===== src/rtl/adder_result_buffer_pkg.sv =====
// ---------------------------------------------------------------------------
// adder_result_buffer_pkg
//   Shared constants for the 4-stage pipeline adder and its result buffer:
//   result width, adder latency, default FIFO depth and the {cout,sum}
//   result layout.
//   Ports: none (package).
// ---------------------------------------------------------------------------
package adder_result_buffer_pkg;

  localparam int ADDER_DATA_W = 32;
  localparam int ADDER_LAT    = 4;
  localparam int RESBUF_DEPTH = 8;

  // One adder result as it leaves stage 4: carry in the MSB.
  typedef struct packed {
    logic                    cout;
    logic [ADDER_DATA_W-1:0] sum;
  } adder_result_t;

  // Occupancy counter width: one extra bit so that full and empty differ.
  function automatic int cnt_width(input int depth);
    return $clog2(depth) + 1;
  endfunction

endpackage


===== src/rtl/adder_result_buffer_if.sv =====
// ---------------------------------------------------------------------------
// adder_result_buffer_if
//   Groups the adder-side and consumer-side signals of the result buffer.
//   Signals:
//     in_valid  producer presents an operand pair to the adder
//     stop      stall to the adder and the producer
//     sum/c_out adder stage-4 result
//     out_valid/out_ready/out_sum/out_cout  consumer valid/ready handshake
//     count     FIFO occupancy
//   Modports: slave = the buffer, master = the environment driving it.
// ---------------------------------------------------------------------------
interface adder_result_buffer_if
  import adder_result_buffer_pkg::*;
#(
  parameter int DATA_W = ADDER_DATA_W,
  parameter int CNT_W  = cnt_width(RESBUF_DEPTH)
);
  logic              in_valid;
  logic              stop;
  logic [DATA_W-1:0] sum;
  logic              c_out;
  logic              out_valid;
  logic              out_ready;
  logic [DATA_W-1:0] out_sum;
  logic              out_cout;
  logic [CNT_W-1:0]  count;

  modport slave (
    input  in_valid, sum, c_out, out_ready,
    output stop, out_valid, out_sum, out_cout, count
  );

  modport master (
    output in_valid, sum, c_out, out_ready,
    input  stop, out_valid, out_sum, out_cout, count
  );
endinterface


===== src/rtl/adder_result_buffer_sync_fifo.sv =====
// ---------------------------------------------------------------------------
// adder_result_buffer_sync_fifo
//   Synchronous FIFO with registered head outputs and occupancy count.
//   A push into an empty FIFO becomes visible on the next cycle.
//   Ports:
//     clk         clock, posedge
//     rst         asynchronous reset, active-low
//     push/din    write din at the tail
//     pop         advance the head (caller guarantees dout_valid)
//     dout        head entry, holds its last value when empty
//     dout_valid  FIFO not empty
//     count       occupancy, 0..DEPTH
// ---------------------------------------------------------------------------
module adder_result_buffer_sync_fifo
  import adder_result_buffer_pkg::*;
#(
  parameter int WIDTH = ADDER_DATA_W + 1,
  parameter int DEPTH = RESBUF_DEPTH
) (
  input  logic                         clk,
  input  logic                         rst,
  input  logic                         push,
  input  logic [WIDTH-1:0]             din,
  input  logic                         pop,
  output logic [WIDTH-1:0]             dout,
  output logic                         dout_valid,
  output logic [cnt_width(DEPTH)-1:0]  count
);
  localparam int AW    = $clog2(DEPTH);
  localparam int CNT_W = cnt_width(DEPTH);

  logic [WIDTH-1:0] mem [DEPTH];
  logic [AW-1:0]    wr_ptr_reg, rd_ptr_reg, rd_ptr_next;
  logic [CNT_W-1:0] count_reg, count_next;
  logic [WIDTH-1:0] dout_reg;
  logic             dout_valid_reg;
  logic             head_bypass;

  always_comb begin
    rd_ptr_next = rd_ptr_reg + AW'(pop);
    count_next  = count_reg + CNT_W'(push) - CNT_W'(pop);
    // The entry being written becomes the head when nothing else remains
    // after this cycle's pop; the array does not hold it yet.
    head_bypass = push && (count_reg == CNT_W'(pop));
  end

  // Storage has no reset so it can map onto RAM.
  always_ff @(posedge clk) begin
    if (push) mem[wr_ptr_reg] <= din;
  end

  always_ff @(posedge clk or negedge rst) begin
    if (!rst) begin
      wr_ptr_reg     <= '0;
      rd_ptr_reg     <= '0;
      count_reg      <= '0;
      dout_reg       <= '0;
      dout_valid_reg <= 1'b0;
    end else begin
      if (push) wr_ptr_reg <= wr_ptr_reg + AW'(1);
      rd_ptr_reg     <= rd_ptr_next;
      count_reg      <= count_next;
      dout_valid_reg <= (count_next != '0);
      if (head_bypass)
        dout_reg <= din;
      else if (count_next != '0)
        dout_reg <= mem[rd_ptr_next];
    end
  end

  assign dout       = dout_reg;
  assign dout_valid = dout_valid_reg;
  assign count      = count_reg;
endmodule


===== src/rtl/adder_result_buffer.sv =====
// ---------------------------------------------------------------------------
// adder_result_buffer
//   Downstream companion of the 4-stage stallable pipeline adder. Shadows
//   which adder stages hold live operations, captures each {c_out,sum}
//   leaving stage 4 into a FIFO, serves it on a valid/ready handshake and
//   stalls the adder so that no result is lost under backpressure.
//   Ports:
//     clk    clock, posedge
//     rst    asynchronous reset, active-low; release is synchronised here
//     bus    adder_result_buffer_if.slave (in_valid, stop, sum, c_out,
//            out_valid, out_ready, out_sum, out_cout, count)
//   Optional (macro ADDER_RESBUF_STATS_EN):
//     stat_clr      in   zero the stall counter (wins over increment)
//     stall_cycles  out  saturating count of edges with stop=1
// ---------------------------------------------------------------------------
module adder_result_buffer
  import adder_result_buffer_pkg::*;
#(
  parameter int DATA_W = ADDER_DATA_W,
  parameter int LAT    = ADDER_LAT,
  parameter int DEPTH  = RESBUF_DEPTH
) (
  input  logic        clk,
  input  logic        rst,
`ifdef ADDER_RESBUF_STATS_EN
  input  logic        stat_clr,
  output logic [31:0] stall_cycles,
`endif
  adder_result_buffer_if.slave bus
);
  localparam int CNT_W = cnt_width(DEPTH);

  // Reset: asserts immediately, releases two edges after rst rises.
  logic rst_meta_reg, rst_sync_reg;

  always_ff @(posedge clk or negedge rst) begin
    if (!rst) begin
      rst_meta_reg <= 1'b0;
      rst_sync_reg <= 1'b0;
    end else begin
      rst_meta_reg <= 1'b1;
      rst_sync_reg <= rst_meta_reg;
    end
  end

  logic [LAT-1:0]    vld_reg;
  logic              stall, push, pop;
  logic [DATA_W:0]   fifo_dout;
  logic              fifo_valid;
  logic [CNT_W-1:0]  fifo_count;

  assign pop  = fifo_valid & bus.out_ready;
  // Stall only when a real result sits at the adder output and there is no
  // room for it; a same-cycle pop frees the slot it needs.
  assign stall = vld_reg[LAT-1] & (fifo_count == CNT_W'(DEPTH)) & ~pop;
  assign push  = vld_reg[LAT-1] & ~stall;

  // Shadow of the adder pipeline: advances and holds exactly as it does.
  always_ff @(posedge clk or negedge rst_sync_reg) begin
    if (!rst_sync_reg)
      vld_reg <= '0;
    else if (!stall)
      vld_reg <= {vld_reg[LAT-2:0], bus.in_valid};
  end

  adder_result_buffer_sync_fifo #(
    .WIDTH (DATA_W + 1),
    .DEPTH (DEPTH)
  ) u_fifo (
    .clk        (clk),
    .rst        (rst_sync_reg),
    .push       (push),
    .din        ({bus.c_out, bus.sum}),
    .pop        (pop),
    .dout       (fifo_dout),
    .dout_valid (fifo_valid),
    .count      (fifo_count)
  );

  assign bus.stop      = stall;
  assign bus.out_valid = fifo_valid;
  assign bus.out_sum   = fifo_dout[DATA_W-1:0];
  assign bus.out_cout  = fifo_dout[DATA_W];
  assign bus.count     = fifo_count;

`ifdef ADDER_RESBUF_STATS_EN
  logic [31:0] stall_cycles_reg;

  always_ff @(posedge clk or negedge rst_sync_reg) begin
    if (!rst_sync_reg)
      stall_cycles_reg <= '0;
    else if (stat_clr)
      stall_cycles_reg <= '0;
    else if (stall && (stall_cycles_reg != '1))
      stall_cycles_reg <= stall_cycles_reg + 32'd1;
  end

  assign stall_cycles = stall_cycles_reg;
`endif
endmodule

===== src/flat_wrapper.sv =====
// flat-port wrapper written by rule: the top's interface ports become plain ports
module adder_result_buffer_flat import adder_result_buffer_pkg::*;
#(
  parameter int DATA_W = ADDER_DATA_W,
  parameter int LAT    = ADDER_LAT,
  parameter int DEPTH  = RESBUF_DEPTH
)
  (clk, rst, bus_in_valid, bus_sum, bus_c_out, bus_out_ready, bus_stop, bus_out_valid, bus_out_sum, bus_out_cout, bus_count);
  adder_result_buffer_if #(.DATA_W(DATA_W)) bus_i ();
  input  logic clk;
  input  logic rst;
  input wire logic [$bits(bus_i.in_valid)-1:0] bus_in_valid;
  input wire logic [$bits(bus_i.sum)-1:0] bus_sum;
  input wire logic [$bits(bus_i.c_out)-1:0] bus_c_out;
  input wire logic [$bits(bus_i.out_ready)-1:0] bus_out_ready;
  output wire logic [$bits(bus_i.stop)-1:0] bus_stop;
  output wire logic [$bits(bus_i.out_valid)-1:0] bus_out_valid;
  output wire logic [$bits(bus_i.out_sum)-1:0] bus_out_sum;
  output wire logic [$bits(bus_i.out_cout)-1:0] bus_out_cout;
  output wire logic [$bits(bus_i.count)-1:0] bus_count;
  assign bus_i.in_valid = bus_in_valid;
  assign bus_i.sum = bus_sum;
  assign bus_i.c_out = bus_c_out;
  assign bus_i.out_ready = bus_out_ready;
  assign bus_stop = bus_i.stop;
  assign bus_out_valid = bus_i.out_valid;
  assign bus_out_sum = bus_i.out_sum;
  assign bus_out_cout = bus_i.out_cout;
  assign bus_count = bus_i.count;
  adder_result_buffer #(.DATA_W(DATA_W), .LAT(LAT), .DEPTH(DEPTH)) u_core (.clk(clk), .rst(rst), .bus(bus_i));
endmodule

===== config.mk =====
export PLATFORM = sky130hd
export DESIGN_NAME = adder_result_buffer_flat
export DESIGN_NICKNAME = d
export VERILOG_FILES = /design/src/rtl/adder_result_buffer_pkg.sv /design/src/rtl/adder_result_buffer_if.sv /design/src/rtl/adder_result_buffer_sync_fifo.sv /design/src/rtl/adder_result_buffer.sv /design/src/flat_wrapper.sv
export SDC_FILE = /design/constraint.sdc
export NUM_CORES = 1
export LEC_CHECK = 0
export ABC_AREA = 0
export BUFFER_PORTS_ARGS = -buffer_cell sky130_fd_sc_hd__buf_4
export CORE_MARGIN = 2
export CORE_UTILIZATION = 30
export CTS_CLUSTER_DIAMETER = 30
export DETAILED_ROUTE_END_ITERATION = 6
export PLACE_DENSITY = 0.55
export RECOVER_POWER = 100
export SYNTH_ARGS = -nofsm -noshare
export SYNTH_HDL_FRONTEND = slang
export SYNTH_HIERARCHICAL = 1
export SYNTH_SLANG_ARGS = --single-unit

===== constraint.sdc =====
create_clock -name clk -period 2.9 [get_ports clk]
set_input_delay 0.29 -clock clk [delete_from_list [all_inputs] [get_ports clk]]
set_output_delay 0.29 -clock clk [all_outputs]
set_load 0.005 [all_outputs]

-- Word level (Yosys, flattened, before mapping)
Memory sizes are Yosys's and may differ from the RTL's.
Index checks and enable logic that the tools add are counted.
- add/subtract/negate cells: 4
- eq/ne operators: 2
- reductions and logical operators: 3
- multiplexer cells: 4
- bitwise gates (word level): 6
- operator list (kind ; number):
    $mux 33 ; 2
    $add 4x1->4 ; 1
    $and 1x1->1 ; 4
    $eq 4x1->1 ; 1
    $eq 4x4->1 const B ; 1
    $reduce_bool 4->1 ; 1
    $sub 4x1->4 ; 1
    $add 3x1->3 ; 1
    $add 3x1->3 const B ; 1
    $mux 1 ; 2
    $not 1->1 ; 2
    $reduce_bool 2->1 ; 1
    $logic_and 1x1->1 ; 1
- memories kept: 1
- flip-flop bits (word level): 50
- output and inout port bits: 39
- memory bits (writable): 264
- memories (memory ; words ; width ; read ports ; clocked after memory_dff ; write ports ; RTL line ; source):
    u_core.u_fifo.mem ; 8 ; 33 ; 1 ; 0 ; 1 ; adder_result_buffer_sync_fifo.sv:32 ; logic [WIDTH-1:0] mem [DEPTH];

-- Depth between registers and ports, before layout
Gate-level depths: netlist of run 1.
- depth after elaboration: 10
- gate-level depth with buffers: 12
- gate-level depth less buffers: 11

-- Hierarchy
The synthesis of run 1 kept the hierarchy.
- by module, submodules not included (module ; area each (sq um) ; cells an instance ; instances):
    adder_result_buffer_sync_fifo ; 12563.3 ; 703 ; 1
    adder_result_buffer ; 242.7 ; 17 ; 1

-- Least setup slack after synthesis of run 1
No wires, ideal clock.
- path type: register to register
- from: register u_core.u_fifo.count_reg[3] (netlist: u_core/u_fifo/count[3])
- to: memory u_core/u_fifo/mem[1][0] (netlist bit), enable pin
- setup time: 0.464 ns
- clock period less this slack: 4.025 ns
- setup slack: -1.125 ns
- path buffers: 0
- stages on the path, launching flop included: 5
- data arrival time: 3.561 ns
- data required time: 2.436 ns
- cell sequence: dfrtp_1 nor2b_1 a21boi_0 nand2_1 nor3_1
- word-level cells in the longest chain between the ends: 7
- ends and longest elaborated chain (element ; RTL line ; source):
    start: declaration ; adder_result_buffer_sync_fifo.sv:34 ; logic [CNT_W-1:0] count_reg, count_next;
    start signal: assignment ; adder_result_buffer_sync_fifo.sv:62 ; count_reg <= count_next;
    $eq 4x4->1 ; adder_result_buffer.sv:55 ; assign stall = vld_reg[LAT-1] & (fifo_count == CNT_W'(DEPTH)) & ~pop;
    $and 1x1->1 (2 in series) ; adder_result_buffer.sv:55 ;
    $not 1->1 ; adder_result_buffer.sv:56 ; assign push = vld_reg[LAT-1] & ~stall;
    $and 1x1->1 ; adder_result_buffer.sv:56 ;
    named net u_core.push ; adder_result_buffer.sv:47 ; logic stall, push, pop;
    $mux 1 ; adder_result_buffer_sync_fifo.sv:49 ; if (push) mem[wr_ptr_reg] <= din;
    $mux 1 (implied by the code) ; adder_result_buffer_sync_fifo.sv:49 ;
    end: declaration ; adder_result_buffer_sync_fifo.sv:32 ;
The timed path passes the listed nets, and every way through them passes these cells.

-- Final worst setup path of run 1
- from: register u_core.u_fifo.dout_valid_reg (netlist: u_core/u_fifo/dout_valid)
- to: register u_core.u_fifo.dout_reg[10] (netlist: u_core/u_fifo/dout[10])
- word-level cells in the longest chain between the ends: 9
- ends and longest elaborated chain (element ; RTL line ; source):
    start: declaration ; adder_result_buffer_sync_fifo.sv:36 ; logic dout_valid_reg;
    start signal: assignment ; adder_result_buffer_sync_fifo.sv:63 ; dout_valid_reg <= (count_next != '0);
    $and 1x1->1 * ; adder_result_buffer.sv:52 ; assign pop = fifo_valid & bus.out_ready;
    named net u_core.pop ; adder_result_buffer.sv:47 ;
    $not 1->1 ; adder_result_buffer.sv:55 ;
    $and 1x1->1 ; adder_result_buffer.sv:55 ;
    $not 1->1 ; adder_result_buffer.sv:56 ;
    $and 1x1->1 ; adder_result_buffer.sv:56 ;
    $add 4x1->4 ; adder_result_buffer_sync_fifo.sv:41 ; count_next = count_reg + CNT_W'(push) - CNT_W'(pop);
    $sub 4x1->4 ; adder_result_buffer_sync_fifo.sv:41 ;
    $reduce_bool 4->1 ; adder_result_buffer_sync_fifo.sv:66 ; else if (count_next != '0)
    $reduce_bool 2->1 (no line) ; n/a ;
    end signal: assignment ; adder_result_buffer_sync_fifo.sv:65 ; dout_reg <= din;
    end signal: assignment ; adder_result_buffer_sync_fifo.sv:67 ; dout_reg <= mem[rd_ptr_next];
    end: declaration ; adder_result_buffer_sync_fifo.sv:35 ; logic [WIDTH-1:0] dout_reg;
Mark *: on every way through the listed nets, which the timed path passes. The rest lies on a longest branch. The select of a mux whose other input is x is not followed.
A chain may end at the register's enable or synchronous reset.

==> results.md, run 1 <==
- Outcome: complete, no violations
- TNS Setup: 0 ns
- Total number of vias: 6798
- Placed Cells: 1326
- Unrepaired setup endpoints after global routing: no
- Die height: 211 um
- Crit path time final: about 2.7 ns
- Layout cell share with drive strength beyond 1: 0.245
- Row Count: between 70 and 80
- Worst skew pair latency: 0.56 ns
- Grt ovf: 0
- Post-place setup slack: 0.0886 ns
- Hold Vio Cnt, Final: 0
- Core area: 42000 um^2
- Wire per inst: 19.7 um
- Part of the cycle the worst path needs: 0.941
- Largest family of logic cells by synthesized area: multiplexers
- I/O Buffers: 75
- Clock power share: 0.314
- Worst slew pin tran: 1.47 ns
- Fmax: 366 MHz
- Critical Path Source Type: flop
- Mapped Nets: 766
- Area of the die: approximately 44000 um^2
- Final Core Density: 0.379
- CTS tree: done
- Nets: 921
- Starting Density: 0.305
- Max cap viols: 0
- Vias in the first global route: ~7200
- Internal power: between 10 and 15 mW
- # IOs: 76
- Reg2reg end: u_core/u_fifo/dout[10]
- Antenna-violating nets left: 0
- CP arrival: 3.19 ns
- Simple-gate portion of the synthesized area: 0.0504
- CTS Root Buffer Type: clkbuf_16
- Clock slew at reported path FFs: 0.05 ns
- Xor and xnor area share after synthesis: 0.00420
- Number of setup buffers added after CTS: 0
- Final Setup Violations: 0
- Yosys reg bits: roughly 310
- Worst r2r path cells: 11
- Crit path kind: flop to flop
- Cells after Synth: a little over 700
- Main synth FF type: edfxtp_1
- Die W: 211 um
- DP Wirelength: 16600 um
- Multiplexer area fraction after synthesis: 0.113
- R2r startpoint: u_core/u_fifo/dout_valid
- Ys async rst share: 0.159
- RD Place Congestion: a little over 0.7
- Register area share after synthesis: 0.717
- Synth Area in Compound Gates: 0.0705
- Initial antenna violation count: 1
- Syn Area/Cell: approximately 18 um^2
- FF-to-FF setup slack: 0.17 ns
- Worst Path Max Fanout: 32
- Max FFs per register: between 200 and 300
- Hold Crit Class: input pin to async pin
- Pin count of the biggest net entering global routing: 56
- Slew HR: 0.0188
- Clock Tree Buf Depth: 3
- Drt initial violations: 351
- Post-route clock skew: 0.0189 ns
- Mapped cell area: 12800 um^2
- Total power: 19.6 mW
- Max H-tree Level: 2
- Clock sink count: 314
- Synth-to-Final Area Change: 24.3%
- Number of diodes: 0
- Synth Area in Adders: 0.00938
- Synth unique cells: 44
- First-pass GRT wire length: 44600 um
- Pleak: 5.69 nW
- Post-synth EDFFs: 264
- Vias per cell: 4.67
- Pwr dens: approximately 1200 nW/um^2
- Sequential Power Share: 0.323
- # DRC: 0
- Total track usage: 0.133
- Worst Setup End Kind: flop
- Post-Layout Cell Count: 1457
- Pins over their slew limit: 0
- Ys Warns: 6
- CP Data Required Time: 3.36 ns
- Max VDD drop: 686 uV
- DRT Pass-1 Iters: 4
- Psw: 6.58 mW
- WL final: 28700 um
- Final setup margin: 0.170 ns
- Switching Share: 0.336
- Cts bufs inserted: 51
- Comb power frac: 0.363
[kinds of logic (layout without fill, tap and decap cells)]
kind of cell,count (synthesis),after routing
muxes,104,104
buffers and inverters,87,285
other,1,1
and+or+nand+nor,131,131
adders and majority gates,9,9
xor gates and xnor gates,4,4
DFF,314,314
AOI/OAI and AO/OA,70,70
[cells in the final DEF (no fill, tap or decap), types with 10 or more instances in the layout]
cell type      netlist  final
clkbuf_4             3     26
o211ai_2            28     28
inv_6                0     16
clkbuf_16            0     51
inv_1               43     43
clkbuf_2             0     10
nand2_1             38     38
buf_4                9     10
o221ai_1             3     30
buf_12               0     10
dlygate4sd3_1        0     35
edfxtp_1           264    264
mux4_2              32     32
mux2i_1             68     68
clkbuf_1            13     57
dfrtp_1             50     50
nand3_1             69     70
[metrics by stage]
step,area (um^2),hold slack [ns]
3_5_place_dp,14300,0.0737
3_3_place_gp,14300,0.0726
2_1_floorplan,12800,-0.00559
5_1_grt,15900,0.0580
6_report,15900,0.0516
4_1_cts,16400,0.0260
[power by group through the flow]
stage	Combinational [mW]	Clock (mW)	Sequential, mW
after floorplan	5.48	0	6.33
after CTS	7.96	6.28	6.38
after global placement	7.80	0	6.42
final	7.09	6.14	6.33
after global routing	7.77	6.47	6.43
after detailed placement	7.88	0	6.45
[critical path: stages, from the launching register on]
cell	delay, ns
dfrtp_1	0.40
and2_2	0.22
ha_1	0.30
inv_1	0.06
ha_1	0.17
inv_1	0.06
fa_1	0.54
nor2b_4	0.17
nand2_1	0.07
nand4bb_4	0.21
buf_12	0.20
o221ai_1	0.22
[what timing repair did]
action / in CTS / in global routing
gates resized for setup: 0 / 3
hold buffers: 35 / 0
endpoints found under the setup margin: 0 / 32
endpoints found under the hold margin: 278 / 0
[Yosys cell counts (2+ instances only)]
master / instances / area (um^2)
nor2_1: 6 / 22.5
buf_6: 10 / 113
xor2_1: 2 / 17.5
nand2_1: 38 / 143
inv_1: 43 / 161
nor3_1: 2 / 10.0
buf_1: 2 / 7.51
clkbuf_4: 3 / 22.5
o221ai_2: 29 / 435
nand3_1: 69 / 345
buf_2: 6 / 30.0
o221ai_1: 3 / 26.3
buf_4: 9 / 67.6
nor2b_1: 2 / 12.5
nand2b_1: 4 / 25.0
o211ai_2: 28 / 350
o211ai_1: 5 / 37.5
clkbuf_1: 13 / 48.8
mux2_1: 3 / 33.8
edfxtp_1: 264 / 7930
mux2i_1: 68 / 681
mux4_2: 32 / 721
nand4_1: 2 / 12.5
dfrtp_1: 50 / 1250
ha_1: 8 / 100
[worst max-delay path by stage]
stage                                  start                      end  slack [ns]  depth (start not counted)
finish              u_core/u_fifo/dout_valid   u_core/u_fifo/dout[10]        0.17                         11
global route        u_core/u_fifo/dout_valid   u_core/u_fifo/dout[18]        0.04                         11
CTS                 u_core/u_fifo/dout_valid   u_core/u_fifo/dout[26]        0.04                         11
detailed placement  u_core/u_fifo/dout_valid   u_core/u_fifo/dout[26]        0.09                         11
global placement    u_core/u_fifo/dout_valid   u_core/u_fifo/dout[26]        0.15                         11
floorplan             u_core/u_fifo/count[3]  u_core/u_fifo/mem[7][0]       -0.05                          4
[cell type report]
cell class / instances / area [um^2]
Clock inverter: 42 / 485
Inverter: 44 / 165
Fill cell: 3949 / 26100
Clock buffer: 54 / 1290
Tap cell: 539 / 674
Multi-Input combinational cell: 319 / 3060
Sequential cell: 314 / 9180
Timing Repair Buffer: 145 / 1070
[metal layers]
metal	wire length [um]	vias to the layer above	global-route usage
met4	530	2	0.0413
met1	12700	3431	0.176
met2	13900	169	0.219
met3	1550	48	0.0314
li1	-	3148	-
met5	13	-	0
Note: power is estimated with default switching activity, not from simulation.
==> run 2, diff against run 1 <==
--- a/constraint.sdc
+++ b/constraint.sdc
@@ -3,2 +3,2 @@
 set_output_delay 0.29 -clock clk [all_outputs]
-set_load 0.005 [all_outputs]
+set_load 0.05 [all_outputs]
==> run 2 against run 1 <==
Fmax hardly changed. Sequential power rose by 0.8%. Clock power increased by 37%. Via count increased by 4.2%. Global-route usage grew 0.49 points. Clock-buffer cell count increased by 34. Clock skew is 0.0049 ns lower. Largest power group is now clock. Highest routed layer is now met4.
==> results.md, run 2 (same netlist as run 1, synthesis figures left out) <==
- I/O Buffers: 75
- Grt ovf: 0
- Pins over their slew limit: 0
- Worst r2r path cells: 11
- # IOs: 76
- Wire per inst: between 15 and 20 um
- Max FFs per register: roughly 260
- Max H-tree Level: 3
- Hold Crit Class: input pin to async pin
- Layout cell share with drive strength beyond 1: 0.247
- Final setup margin: 0.170 ns
- Post-place setup slack: 0.110 ns
- TNS Setup: 0 ns
- Clock Tree Buf Depth: 3
- Worst Setup End Kind: flop
- Slowest stage cell, crit path: fa_1
- Worst skew pair latency: 0.57 ns
- WL final: ~30000 um
- Final hold slack: 0.0437 ns
- Antenna-violating nets left: 0
- Final Setup Violations: 0
- Commonest non-fill, non-tap cell in the layout: edfxtp_1
- Row Count: 75
- Crit path kind: flop to flop
- Layout fillers: ~3900
- Unrepaired setup endpoints after global routing: no
- CP arrival: 3.20 ns
- Area of the die: 44400 um^2
- Max VDD drop: ~640 uV
- Reg2reg end: u_core/u_fifo/dout[21]
- Clock sink count: 314
- # DRC: 0
- RD Place Congestion: 0.754
- Hold Vio Cnt, Final: 0
- Starting Density: 0.305
- Total number of vias: ~7100
- Vias in the first global route: 7583
- DRT Pass-1 Iters: 5
- Core area: 42000 um^2
- Die height: 211 um
- Nets: around 940
- FF-to-FF setup slack: 0.17 ns
- Part of the cycle the worst path needs: 0.942
- Crit-path cells: and2_2, ha_1, inv_1, ha_1, inv_1, fa_1, nor2b_4, nand2_1, nand4bb_4, buf_12, o221ai_1
- CTS tree: done
- Outcome: complete, no violations
- Number of setup buffers added after CTS: 0
- CP Data Required Time: 3.37 ns
- Pin count of the biggest net entering global routing: 101
- Cts bufs inserted: 76
- Max cap viols: 0
- Pleak: 6.00 nW
- CTS Root Buffer Type: clkbuf_16
- Drt initial violations: roughly 360
- DP Wirelength: 16900 um
- Vias per cell: 4.72
- First-pass GRT wire length: approximately 46000 um
- Initial antenna violation count: 1
- Slew HR: 0.108
- Worst Path Max Fanout: 32
- Post-route clock skew: around 0.014 ns
- Fmax: 366 MHz
- Worst slew pin tran: 1.34 ns
- Total track usage: 0.138
- Die W: about 210 um
- Synth-to-Final Area Change: 30.6%
- Highest-count cells in the layout ignoring fill and taps: edfxtp_1, clkbuf_1, clkbuf_16
- Critical Path Source Type: flop
- Crit path time final: 2.73 ns
- Critical path's largest stage delay: approximately 0.53 ns
- Pwr dens: 1370 nW/um^2
- R2r startpoint: u_core/u_fifo/dout_valid
- Clock slew at reported path FFs: 0.04 ns
## run 2: routing by layer
metal	global-route usage	wire [um]
met5	0	0
met4	0.0539	625
met3	0.0368	1620
met2	0.216	14000
met1	0.184	13300
## run 2: critical path: cells and delay by family, from the launching register on
kind	cells	cell delay, ns
AO/OA/AOI/OAI	1	0.21
adder cells (fa/ha/maj)	3	1.00
buffers and inverters	3	0.32
flip-flops	1	0.40
AND/OR/NAND/NOR	4	0.67
## run 2: worst max path at each step
stage	endpoint	slack, ns	cells after the start	from
finish	u_core/u_fifo/dout[21]	0.17	11	u_core/u_fifo/dout_valid
CTS	u_core/u_fifo/dout[28]	0.08	11	u_core/u_fifo/dout_valid
detailed placement	u_core/u_fifo/dout[22]	0.11	11	u_core/u_fifo/dout_valid
floorplan	u_core/u_fifo/dout[23]	0.03	11	u_core/u_fifo/count[3]
global placement	u_core/u_fifo/dout[26]	0.11	11	u_core/u_fifo/dout_valid
global route	u_core/u_fifo/dout[21]	0.006	11	u_core/u_fifo/dout_valid
## run 2: what timing repair did
action                                  4_1_cts  5_1_grt
endpoints found under the setup margin        0       32
hold buffers                                 35        0
resized for setup                             0        3
endpoints found under the hold margin       285        0
## run 2: area by class of cell
cell class	count	area (um^2)	share of cell area
flip-flops and latches	314	9180	0.549
diodes	1	2.50	0.000150
well taps	539	674	0.0403
clock inverters	54	598	0.0358
inverters	44	165	0.00988
multi-input cells	319	3120	0.187
clock buffers	88	2020	0.121
repair buffers	143	962	0.0575
## run 2: where the power goes
part | total [mW] | leakage (nW) | internal, mW | switching, mW
sequential | 6.38 | 2.97 | 5.96 | 0.425
clock | 8.44 | 1.26 | 5.87 | 2.57
combinational | 8.01 | 1.77 | 3.11 | 4.89
total | 22.8 | 6.00 | 14.9 | 7.89
## run 2: per-stage QoR
step                utilization  total power [mW]  instances  area, um^2
detailed placement        0.339              15.3       1324       14200
finish                    0.398              22.8       1502       16700
global route              0.398              24.0       1502       16700
global placement          0.339              15.2       1324       14200
CTS                       0.409              23.9       1501       17200
floorplan                     -              12.8        720       12800
==> run 3, diff against run 2 <==
PLACE_DENSITY = 0.57   (was 0.55)
clock period = 2.2 ns   (was 2.9 ns; I/O delays follow)
==> run 3 against run 2 <==
The flow now finishes with violations (negative setup slack). Setup slack got worse by 0.49 ns. Via count rose by 3.2%. Global-route usage rose by 0.30 points. Sequential power rose by 32%. Fmax rose by 8.4%. Critical path type unchanged. Clock-buffer cell count rose by 7. Clock skew rose by 0.0093 ns. Utilization rose by 2.1 points. Non-clock buffer count rose by 48.
==> results.md, run 3 (same netlist as run 1, synthesis figures left out) <==
- Nets: 993
- First-pass GRT wire length: 47300 um
- CTS tree: done
- Critical path's largest stage delay: ~0.52 ns
- WL met2: 14700 um
- Crit path kind: flop to flop
- Highest-count cells in the layout ignoring fill and taps: edfxtp_1, clkbuf_1, clkbuf_16
- DP Wirelength: 18300 um
- Max FFs per register: 264
- FF-to-FF setup slack: -0.32 ns
- # DRC: 0
- Final setup margin: -0.320 ns
- Drt initial violations: 473
- Part of the cycle the worst path needs: 1.15
- Max H-tree Level: 3
- Clock sink count: 314
- Vias per cell: ~4.7
- Die W: between 200 and 250 um
- Pin count of the biggest net entering global routing: 40
- Crit path time final: 2.52 ns
- Fmax: slightly below 400 MHz
- Cell family with most CP delay: adder cells
- Hold Crit Class: input pin to flop
- Finished Cell Area: 17600 um^2
- Failing checks: negative setup slack
- Die height: 211 um
- Pwr dens: 1860 nW/um^2
- Post-route clock skew: approximately 0.023 ns
- Most used cell, CP: ha_4
- I/O Buffers: 75
- Crit-path cells: and2_4, ha_4, inv_4, ha_4, inv_2, fa_2, nor2b_4, nand2_1, nand4bb_4, buf_12, o221ai_2
- Clock slew at reported path FFs: 0.05 ns
- DR WL met3: about 1400 um
- CP Data Required Time: between 2 and 3 ns
- CTS Root Buffer Type: clkbuf_16
- Total number of vias: 7312
- Final hold slack: 0.327 ns
- Synth-to-Final Area Change: 37.4%
- Worst Setup End Kind: flop
- Unrepaired setup endpoints after global routing: yes
- Worst skew pair latency: approximately 0.55 ns
- Starting Density: 0.305
- CP arrival: 2.98 ns
- Cts bufs inserted: 77
- Vias in the first global route: 7758
- Worst slew pin tran: 0.916 ns
- Total power: 32.8 mW
- # IOs: 76
- Total track usage: 0.141
- Slowest stage cell, crit path: fa_2
- Row Count: 75
- Max cap viols: 0
- Max VDD drop: 852 uV
- Core area: 42000 um^2
- RD Place Congestion: 0.721
- Clock Tree Buf Depth: 3
- Slew HR: 0.389
- Hold Vio Cnt, Final: 0
- Worst Path Max Fanout: 22
- Final Setup Violations: 40
- Top layer in use: met5
- Wl on met1: 13900 um
- Pins over their slew limit: 0
- Final Core Density: 0.419
- Pleak: 6.40 nW
- Wire per inst: 19.7 um
- Placed inst area: approximately 15000 um^2
- Area of the die: 44400 um^2
- DRT Pass-1 Iters: 5
- Critical Path Source Type: flop
- Commonest non-fill, non-tap cell in the layout: edfxtp_1
- Antenna-violating nets left: 0
- Grt ovf: 0
- Initial antenna violation count: 2
- Outcome: complete, but fails checks
- Layout cell share with drive strength beyond 1: 0.329
- CP bufs+invs: 3
- WL final: 30600 um
==> run 3: cell count changes in the layout (fill, tap and decap cells not counted), sizes merged <==
cell         before  now
clkinv           34   24
bufinv           10   14
clkinvlp          8    9
dlygate4sd3      35   36
inv              46   45
clkbuf          175  179
buf              21   71
==> run 3: area by class of cell <==
class | instances | area, um^2
Inverter | 44 | 168
Sequential cell | 314 | 9190
Clock buffer | 95 | 2120
Fill cell | 3746 | 24400
Tap cell | 539 | 674
Multi-Input combinational cell | 319 | 3320
Timing Repair Buffer | 191 | 1480
Antenna cell | 1 | 2.50
Clock inverter | 48 | 652
==> run 3: path summary, 6_finish.rpt <==
path,startpoint,end,depth (start not counted)
min in group asynchronous,u_core/rst_sync_reg,u_core/u_fifo/dout[22],0
worst min-delay path,bus_out_ready,u_core/u_fifo/count[0],5
worst max-delay path,u_core/u_fifo/dout_valid,u_core/u_fifo/dout[27],11
worst min register to register,u_core/rst_sync_reg,u_core/u_fifo/dout[22],0
max in group asynchronous,u_core/rst_sync_reg,u_core/u_fifo/count[1],1
worst max register to register,u_core/u_fifo/dout_valid,u_core/u_fifo/dout[27],11
==> run 3: timing repair <==
action	CTS	global route
pin swaps	2	4
hold buffers	36	0
gates cloned	2	0
endpoints found under the setup margin	33	49
hold endpoints to repair	300	0
gates resized for setup	6	7
setup buffers	3	2
==> run 3: report_power, final <==
| part | internal [mW] | total, mW | switching, mW |
|---|---|---|---|
| sequential | 7.84 | 8.42 | 0.572 |
| clock | 8.45 | 11.9 | 3.40 |
| combinational | 5.43 | 12.5 | 7.07 |
| total | 21.7 | 32.8 | 11.0 |
==> run 3: through the flow <==
stage / instances / setup WS [ns] / setup TNS (ns)
floorplan: 720 / -0.370 / -29.49
global placement: 1364 / -0.269 / -8.23
detailed placement: 1364 / -0.302 / -9.00
CTS: 1548 / -0.308 / -9.09
global route: 1551 / -0.431 / -16.31
finish: 1551 / -0.320 / -9.28
==> run 3: worst min-delay path, delay by kind of cell <==
kind / cells / cell delay (ns)
AOI/OAI and AO/OA: 2 / 0.25
adders and majority gates: 1 / 0.17
buffers and inverters: 2 / 0.18
==> run 3: routing by layer <==
layer | GRT usage | vias to the layer above
met4 | 0.0440 | 2
met5 | 0 | -
met1 | 0.189 | 3764
met3 | 0.0319 | 48
met2 | 0.230 | 180
li1 | - | 3318
